<file path="src/rtl/decoder_scan_nx.sv">
// Registered N-to-2^N one-hot decoder with manual decode and auto-scan modes.
// Optional feature: define DECODER_SCAN_DEADTIME_EN to blank Out for one cycle on every scan step.
module decoder_scan_nx #(
  parameter int N   = 2,
  parameter int DIV = 4
) (
  input  logic                clk,
  input  logic                reset,
  input  logic                enable,
  input  logic                mode,
  input  logic [N-1:0]        In,
  output logic [(1<<N)-1:0]   Out,
  output logic [N-1:0]        index,
  output logic                wrap
);

  localparam int LINES = 1 << N;
  localparam int PW    = (DIV > 1) ? $clog2(DIV) : 1;
  localparam logic [PW-1:0] PRE_LAST = PW'(DIV - 1);
  localparam logic [N-1:0]  IDX_LAST = N'(LINES - 1);

  logic [PW-1:0]    pre_r;
  logic [PW-1:0]    pre_nxt_s;
  logic [N-1:0]     idx_r;
  logic [N-1:0]     idx_nxt_s;
  logic [LINES-1:0] out_r;
  logic [LINES-1:0] out_nxt_s;
  logic             wrap_r;
  logic             wrap_nxt_s;

  function automatic logic [LINES-1:0] onehot(input logic [N-1:0] sel);
    logic [LINES-1:0] v;
    v = {LINES{1'b0}};
    v[sel] = 1'b1;
    return v;
  endfunction

  // Next-state selection: disabled holds state, manual follows In, scan advances via the prescaler.
  always_comb begin
    pre_nxt_s  = pre_r;
    idx_nxt_s  = idx_r;
    out_nxt_s  = {LINES{1'b0}};
    wrap_nxt_s = 1'b0;
    if (!enable) begin
      pre_nxt_s  = pre_r;
      idx_nxt_s  = idx_r;
      out_nxt_s  = {LINES{1'b0}};
      wrap_nxt_s = 1'b0;
    end else if (!mode) begin
      pre_nxt_s  = {PW{1'b0}};
      idx_nxt_s  = In;
      out_nxt_s  = onehot(In);
      wrap_nxt_s = 1'b0;
    end else if (pre_r == PRE_LAST) begin
      pre_nxt_s  = {PW{1'b0}};
      idx_nxt_s  = idx_r + N'(1);
      wrap_nxt_s = (idx_r == IDX_LAST);
`ifdef DECODER_SCAN_DEADTIME_EN
      // Blank the step edge so the outgoing and incoming lines never overlap.
      out_nxt_s  = {LINES{1'b0}};
`else
      out_nxt_s  = onehot(idx_r + N'(1));
`endif
    end else begin
      pre_nxt_s  = pre_r + PW'(1);
      idx_nxt_s  = idx_r;
      out_nxt_s  = onehot(idx_r);
      wrap_nxt_s = 1'b0;
    end
  end

  // State and output registers with synchronous reset.
  always_ff @(posedge clk) begin
    if (reset) begin
      pre_r  <= {PW{1'b0}};
      idx_r  <= {N{1'b0}};
      out_r  <= {LINES{1'b0}};
      wrap_r <= 1'b0;
    end else begin
      pre_r  <= pre_nxt_s;
      idx_r  <= idx_nxt_s;
      out_r  <= out_nxt_s;
      wrap_r <= wrap_nxt_s;
    end
  end

  assign Out   = out_r;
  assign index = idx_r;
  assign wrap  = wrap_r;

endmodule
</file>
<file path="config.mk">
export PLATFORM = sky130hd
export DESIGN_NAME = decoder_scan_nx
export DESIGN_NICKNAME = d
export VERILOG_FILES = /design/src/rtl/decoder_scan_nx.sv
export SDC_FILE = /design/constraint.sdc
export NUM_CORES = 1
export LEC_CHECK = 0
export CORE_MARGIN = 3
export CORE_UTILIZATION = 30
export CTS_CLUSTER_SIZE = 14
export DETAILED_ROUTE_END_ITERATION = 6
export PLACE_DENSITY_LB_ADDON = 0.12
export SYNTH_ARGS = -nofsm -noshare
export SYNTH_HDL_FRONTEND = slang
export SYNTH_SLANG_ARGS = --single-unit
</file>
<file path="constraint.sdc">
create_clock -name clk -period 1.4 [get_ports clk]
set_input_delay 0.21 -clock clk [delete_from_list [all_inputs] [get_ports clk]]
set_output_delay 0.21 -clock clk [all_outputs]
set_load 0.005 [all_outputs]
</file>
==> results_tabular.tex, run 1 <==
\begin{tabular}{lr}
\hline
Metric & Value \\
\hline
\multicolumn{2}{l}{\textbf{Synthesis}} \\
\quad Fraction of registers with async set or reset after synthesis & 0\% \\
\quad Avg Cell Area, Syn & approximately 9.6 sq um \\
\quad Synthesis warning total & 0 \\
\quad Leading cell types by count after synthesis & sky130\_fd\_sc\_hd\_\_dfxtp\_1 (9), sky130\_fd\_sc\_hd\_\_ha\_1 (6), sky130\_fd\_sc\_hd\_\_nor2\_1 (6), sky130\_fd\_sc\_hd\_\_a22oi\_1 (4), sky130\_fd\_sc\_hd\_\_mux2\_2 (4) \\
\quad Post-Syn Area & between 400 and 500 sq um \\
\quad Yosys cell types & 20 \\
\quad Cell taking the most area after synthesis & sky130\_fd\_sc\_hd\_\_dfxtp\_1 \\
\quad Seq/Total Area, Yosys & 36.6\% \\
\quad Leading cell types by total area after synthesis & sky130\_fd\_sc\_hd\_\_dfxtp\_1 (37\%), sky130\_fd\_sc\_hd\_\_ha\_1 (15\%), sky130\_fd\_sc\_hd\_\_mux2\_2 (9.2\%) \\
\quad Yosys top cell area share & around 37\% \\
\quad Primary flip-flop cell chosen by synthesis mapping & sky130\_fd\_sc\_hd\_\_dfxtp\_1 \\
\quad Most frequent cell after synthesis & sky130\_fd\_sc\_hd\_\_dfxtp\_1 \\
\quad Number of synthesized register bits & 9 \\
\quad Post-synthesis cell count & 51 \\
\quad Number of synthesized flops with an enable pin & 0 \\
\quad Syn\_nets & 63 \\
\multicolumn{2}{l}{\textbf{Clocking}} \\
\quad Cts bufs inserted & 3 \\
\quad Cts-stage hold buffer count & 0 \\
\quad Source-to-sink clock delay at the later pin of the worst-skew pair & $\sim$0.26 ns \\
\quad TritonCTS clock tree & done \\
\quad Clock slew at the register clock pins of the worst setup and hold paths & 0.06 ns \\
\quad CTS root buf & sky130\_fd\_sc\_hd\_\_clkbuf\_4 \\
\quad Clock sink count & 9 \\
\quad Number of levels the H-tree was split into & 1 \\
\quad Maximum buffer depth of the clock tree & 2 \\
\multicolumn{2}{l}{\textbf{Power and ir drop}} \\
\quad Net Sw Frac & 23.5\% \\
\quad Power Dens Cells & between 800 and 900 nW/um\^{}2 \\
\quad Cell-internal power & between 400 and 500 uW \\
\quad VDD IR max & approximately 0.46 mV \\
\quad Clock power share & 34.5\% \\
\quad Part of the total power dissipated in sequential elements & about 48\% \\
\quad Switching power summed over all nets & between 100 and 150 uW \\
\quad P\_leak & roughly 0.00028 uW \\
\quad Combinational group share of total power & between 10\% and 20\% \\
\multicolumn{2}{l}{\textbf{Critical path}} \\
\quad Number of buffers and inverters on the critical path & 1 \\
\quad Critical Path Sink Type & primary output \\
\quad Crit path max-delay cell type & sky130\_fd\_sc\_hd\_\_clkdlybuf4s50\_1 \\
\quad Critical Path Source Type & flop \\
\quad Worst setup path category & flop to primary output \\
\quad Top Family by Delay on Critical Path & buffers and inverters \\
\quad Data arrival time at the worst-slack endpoint & about 1.1 ns \\
\quad Worst-path maximum fanout & 5 \\
\quad Worst reg2reg path startpoint & index[0] \\
\quad Biggest cell delay along the critical path & a little over 0.5 ns \\
\quad Critical Path Source & index[0] \\
\quad Ordered cell list for the critical path & clkdlybuf4s50\_1 \\
\quad Data required, critical path & between 1 and 1.5 ns \\
\multicolumn{2}{l}{\textbf{Route}} \\
\quad Average wire per cell in the routed design & about 11 um \\
\quad Iteration-0 DRC count of the detailed router & 6 \\
\quad Residual DRC & 0 \\
\quad First drt pass iteration count & 4 \\
\quad Final ANT Viol Nets & 0 \\
\quad Routed Wire Length & 922 um \\
\quad Routed via count & $\sim$430 \\
\quad Vias per std cell & about 4.9 \\
\multicolumn{2}{l}{\textbf{Floorplanning}} \\
\quad Initial cell density of the core & 34.7\% \\
\quad Floorplan die area & 2160 sq um \\
\quad Die height & approximately 46 um \\
\quad Die boundary width & between 40 and 50 um \\
\quad Row count & 13 \\
\quad Core footprint & $\sim$1400 sq um \\
\quad Boundary Pins & 13 \\
\multicolumn{2}{l}{\textbf{STA}} \\
\quad Final setup violation count & 0 \\
\quad Setup TNS Final & 0 ns \\
\quad Final WS setup & about 0.064 ns \\
\quad Final Max Slew Viols & 0 \\
\quad Slew @ Worst Pin & approximately 0.21 ns \\
\quad Setup repair after global routing missed its margin & false \\
\quad Worst clock skew on the final layout & slightly below 0.002 ns \\
\quad Max Freq & 0.749 GHz \\
\quad Ratio of final minimum period to clock period & a little over nine tenths \\
\quad Period minus WS final & about 1.3 ns \\
\quad Final worst hold slack & about 0.49 ns \\
\quad Headroom to the max-slew limit & between 80\% and 90\% \\
\quad Final hold vios & 0 \\
\multicolumn{2}{l}{\textbf{GRT}} \\
\quad Overflow left after global routing & 0 \\
\quad Maximum number of pins on one net before global-route repair & 8 \\
\quad Initial antenna violation count & 0 \\
\quad Vias in the first global route & $\sim$370 \\
\quad Total routing resource utilization after global routing & between 10\% and 20\% \\
\quad Global-route wire length before repair & $\sim$1500 um \\
\multicolumn{2}{l}{\textbf{Place}} \\
\quad Buffers added on ports & 12 \\
\quad Half-perimeter wire length of the detailed placement result & $\sim$770 um \\
\quad Dpl ws & roughly 0.021 ns \\
\quad Weighted congestion reported at the end of routability-driven placement & between 0.8 and 0.9 \\
\multicolumn{2}{l}{\textbf{Finish}} \\
\quad Fraction of layout cells with a size suffix above 1 & a little over a quarter \\
\quad Share of the core filled with cells & 49.2\% \\
\quad Antenna diode instance count & 0 \\
\quad Post-layout net count & 84 \\
\quad Area overhead of the layout relative to synthesis & 41.5\% \\
\multicolumn{2}{l}{\textbf{Job}} \\
\quad Count of maximum capacitance violations & 0 \\
\multicolumn{2}{l}{\textbf{Status}} \\
\quad Outcome & completed \\
\multicolumn{2}{l}{\textbf{Worst hold path}} \\
\quad Launch instance of the worst min-delay path & pre\_r[1] \\
\quad Path type of the worst min-delay path & flop to flop \\
\hline
\end{tabular}
[logic make-up after synthesis]
group           share of synthesized area (%)
simple gates                             18.8
mux                                      9.16
compound gates                           16.3
fa+ha+maj                                15.3
flops                                    36.6
buf+inv                                  3.82
[stage by stage]
stage          instances  total power, uW  instance area [sq um]
2_1_floorplan         51              322                    492
3_3_place_gp          82              376                    661
3_5_place_dp          82              375                    661
4_1_cts               86              577                    689
5_1_grt               86              596                    696
6_report              86              566                    696
[timing repair]
item / 4_1_cts / 5_1_grt
resized for setup: 2 / 3
endpoints found under the setup margin: 2 / 2
buffers inserted: 0 / 0
[power groups by stage]
stage                     sequential, uW  clock (uW)  combinational [uW]
after floorplan                      278           0                44.4
after global placement               278           0                97.6
after detailed placement             278           0                97.1
after CTS                            273         206                98.1
after global routing                 275         213                 108
final                                273         195                97.4
[final timing paths]
path / endpoint / slack [ns] / depth (start not counted)
max: index[0] / 0.06 / 1
min: pre_r[1] / 0.49 / 2
max reg2reg: Out[0] / 0.14 / 5
min reg2reg: pre_r[1] / 0.49 / 2
[flip-flops by register name, summed over array words and instances, names as in the netlist]
signal  cells
pre_r       2
wrap        1
index       2
Out         4
[worst register-to-register path, delay by kind of cell, from the launching register on]
kind,cells,cell delay [ns]
AND/OR/NAND/NOR,1,0.06
AO/OA/AOI/OAI,1,0.16
multiplexers,1,0.26
buffers and inverters,1,0.08
flip-flops,1,0.36
adder cells (fa/ha/maj),1,0.22
[placed cells by master (no fill, tap or decap), drive strengths merged]
cell type	count
and3b	1
clkbuf	4
mux2	4
nand2b	4
nand2	1
a211oi	1
o22ai	1
o21ai	1
a21oi	4
nor2	6
buf	5
dfxtp	9
ha	6
a21o	1
or3b	1
nand3	2
inv	3
nor2b	1
clkdlybuf4s50	12
a22oi	4
[layout make-up]
cell class,count,area (sq um)
clock buffers,4,26.3
fillers,129,719
inverters,3,11.3
multi-input cells,38,298
flip-flops and latches,9,184
well taps,15,18.8
repair buffers,17,158
[layer usage]
| metal | track usage [%] | vias up | routed length, um |
|---|---|---|---|
| met4 | 3.41 | 0 | 13 |
| met3 | 5.86 | 2 | 67 |
| met5 | 0 | - | 0 |
| li1 | - | 219 | - |
| met2 | 16.2 | 12 | 435 |
| met1 | 12.1 | 192 | 405 |
(Power assumes the default switching activity.)
==> inputs of run 2 (changes only) <==
CORE_AREA = 3 3 40 42   (was default)
CORE_MARGIN = default   (was 3)
CORE_UTILIZATION = default   (was 30)
DIE_AREA = 0 0 43 45   (was default)
HOLD_SLACK_MARGIN = 0.03   (was default)
REMOVE_ABC_BUFFERS = 1   (was default)
==> results_tabular.tex, run 2 (synthesis results as in run 1) <==
\begin{tabular}{lr}
\hline
Metric & Value \\
\hline
\multicolumn{2}{l}{\textbf{Clocking}} \\
\quad CTS root buf & sky130\_fd\_sc\_hd\_\_clkbuf\_4 \\
\quad Cts bufs inserted & 3 (unchanged) \\
\quad Cts-stage hold buffer count & 0 (unchanged) \\
\quad Clock sink count & 9 (unchanged) \\
\quad Source-to-sink clock delay at the later pin of the worst-skew pair & 0.26 ns (about the same) \\
\quad Maximum buffer depth of the clock tree & 2 (unchanged) \\
\quad TritonCTS clock tree & done \\
\quad Clock slew at the register clock pins of the worst setup and hold paths & 0.06 ns (about the same) \\
\quad Number of levels the H-tree was split into & 1 (unchanged) \\
\multicolumn{2}{l}{\textbf{Finish}} \\
\quad Area overhead of the layout relative to synthesis & 40.7\% \\
\quad Antenna diode instance count & 0 (unchanged) \\
\quad Post-layout net count & 84 (unchanged) \\
\quad Share of the core filled with cells & 53.8\% (+4.7 points) \\
\quad Fraction of layout cells with a size suffix above 1 & 23.9\% (-2.8 points) \\
\quad Number of flip-flops under the largest register name & 4 (unchanged) \\
\quad Leading cell type in the layout, fill and taps excluded & sky130\_fd\_sc\_hd\_\_clkdlybuf4s50\_1 \\
\quad Top library cells by usage in the layout, fill and taps aside & sky130\_fd\_sc\_hd\_\_clkdlybuf4s50\_1 (12), sky130\_fd\_sc\_hd\_\_dfxtp\_1 (7), sky130\_fd\_sc\_hd\_\_nor2\_1 (6) \\
\multicolumn{2}{l}{\textbf{Critical path}} \\
\quad RR Endpoint & pre\_r[0] \\
\quad Worst setup path category & flop to primary output \\
\quad Worst reg2reg path startpoint & pre\_r[0] \\
\quad Ordered cell list for the critical path & clkdlybuf4s50\_1 \\
\quad Slack of the worst reg-to-reg path & 0.08 ns (-0.06 ns) \\
\quad Number of cells on the worst reg-to-reg path & 4 (-1) \\
\quad Crit path max-delay cell type & sky130\_fd\_sc\_hd\_\_clkdlybuf4s50\_1 \\
\quad Number of buffers and inverters on the critical path & 1 (unchanged) \\
\quad Critical Path Source Type & flop \\
\quad Data required, critical path & 1.19 ns (about the same) \\
\quad Biggest cell delay along the critical path & 0.51 ns (about the same) \\
\quad Top Family by Delay on Critical Path & buffers and inverters \\
\quad Worst-path maximum fanout & 5 (unchanged) \\
\quad Critical Path Sink Type & primary output \\
\quad Data arrival time at the worst-slack endpoint & 1.14 ns (about the same) \\
\multicolumn{2}{l}{\textbf{Route}} \\
\quad Iteration-0 DRC count of the detailed router & 13 (+7) \\
\quad Vias per std cell & 4.90 (-0.94\%) \\
\quad Routed Wire Length & 987 um (+7.0\%) \\
\quad Residual DRC & 0 (unchanged) \\
\quad Average wire per cell in the routed design & 11.5 um (+7.0\%) \\
\quad Routed via count & 421 (-0.94\%) \\
\quad Final ANT Viol Nets & 0 (unchanged) \\
\quad First drt pass iteration count & 4 (unchanged) \\
\multicolumn{2}{l}{\textbf{Place}} \\
\quad Weighted congestion reported at the end of routability-driven placement & 0.754 (-7.4\%) \\
\quad Buffers added on ports & 12 (unchanged) \\
\quad Half-perimeter wire length of the detailed placement result & 765 um (-0.35\%) \\
\multicolumn{2}{l}{\textbf{GRT}} \\
\quad Initial antenna violation count & 0 (unchanged) \\
\quad Total routing resource utilization after global routing & 11.6\% (+1.1 points) \\
\quad Vias in the first global route & 385 (+5.5\%) \\
\quad Global-route wire length before repair & 1670 um (+8.5\%) \\
\quad Overflow left after global routing & 0 (unchanged) \\
\quad Maximum number of pins on one net before global-route repair & 10 (+2) \\
\multicolumn{2}{l}{\textbf{Worst hold path}} \\
\quad Path type of the worst min-delay path & flop to flop \\
\quad Number of stages on the worst hold path & 2 (unchanged) \\
\quad Endpoint with the worst hold slack & pre\_r[1] \\
\quad Launch instance of the worst min-delay path & pre\_r[1] \\
\multicolumn{2}{l}{\textbf{Power and ir drop}} \\
\quad VDD IR max & 0.394 mV (-13\%) \\
\quad Power Dens Cells & 822 nW/um\^{}2 (+0.97\%) \\
\quad Total design power & 569 uW (+0.42\%) \\
\quad P\_leak & 0.000282 uW (+0.88\%) \\
\multicolumn{2}{l}{\textbf{STA}} \\
\quad Ratio of final minimum period to clock period & 96.4\% (+0.98 points) \\
\quad Headroom to the max-slew limit & 85.3\% (-0.37 points) \\
\quad Final Max Slew Viols & 0 (unchanged) \\
\quad Worst clock skew on the final layout & 0.00318 ns (+0.00120 ns) \\
\quad Slew @ Worst Pin & 0.220 ns (+0.00560 ns) \\
\quad Final setup violation count & 0 (unchanged) \\
\quad Setup TNS Final & 0 ns (unchanged) \\
\quad Period minus WS final & 1.35 ns (+0.0137 ns) \\
\quad Final hold vios & 0 (unchanged) \\
\quad Max Freq & 0.741 GHz (-1.0\%) \\
\quad Setup repair after global routing missed its margin & false \\
\multicolumn{2}{l}{\textbf{Floorplanning}} \\
\quad Core footprint & 1280 sq um (-9.2\%) \\
\quad Die height & 45 um (-3.2\%) \\
\quad Floorplan die area & 1940 sq um (-10\%) \\
\quad Boundary Pins & 13 (unchanged) \\
\quad Row count & 13 (unchanged) \\
\quad Die boundary width & 43 um (-7.5\%) \\
\quad Initial cell density of the core & 38.3\% (+3.5 points) \\
\multicolumn{2}{l}{\textbf{Status}} \\
\quad Outcome & completed \\
\multicolumn{2}{l}{\textbf{Job}} \\
\quad Count of maximum capacitance violations & 0 (unchanged) \\
\hline
\end{tabular}
run 2: area by class of cell:
cell class | count | area (sq um)
tap | 15 | 18.8
sequential | 9 | 183
fill | 127 | 593
inverter | 3 | 11.3
timing repair buffer | 17 | 158
clock buffer | 4 | 26.3
multi-input combinational | 38 | 295
run 2: per-stage QoR:
stage,setup slack [ns],cells,hold WS [ns],area [sq um]
finish,0.0504,86,0.509,692
global route,0.00572,86,0.522,692
CTS,0.0360,86,0.504,689
detailed placement,-0.00816,82,0.494,661
global placement,0.00675,82,0.477,661
floorplan,0.170,50,0.272,484
run 2: repair_timing:
action                                  4_1_cts  5_1_grt
resized for setup                             2        1
pin swaps                                     0        0
setup buffers                                 0        0
endpoints found under the setup margin        2        1
run 2: power breakdown:
| part | internal, uW | leakage, uW | switching, uW |
|---|---|---|---|
| Sequential | 266 | 0.0000741 | 7.65 |
| Combinational | 56.6 | 0.000193 | 39.8 |
| Clock | 110 | 0.0000150 | 88.9 |
| Total | 432 | 0.000282 | 136 |
run 2: how the worst max path moves through the flow:
stage                         from        to  slack [ns]  cells past startpoint
final                     index[0]  index[0]        0.05                      1
after global routing      pre_r[0]    Out[0]       0.006                      4
after CTS                 index[0]  index[0]        0.04                      1
after detailed placement      mode  index[0]      -0.008                      5
after global placement        mode  pre_r[0]       0.007                      4
after floorplan           pre_r[0]  pre_r[0]        0.17                      4
run 2: per-layer routing:
layer  track usage (%)  vias up  part of all wire [%]
met3              5.18        0                   8.0
met2              18.6       16                    47
li1                  -      218                     -
met5                 0        -                     0
met1              14.1      187                    45
met4              3.61        0                     0
==> inputs of run 3 (changes only) <==
CAP_MARGIN = 20   (was default)
==> results of run 3 <==
The final DEF is identical to that of run 2; final timing and power are the same.
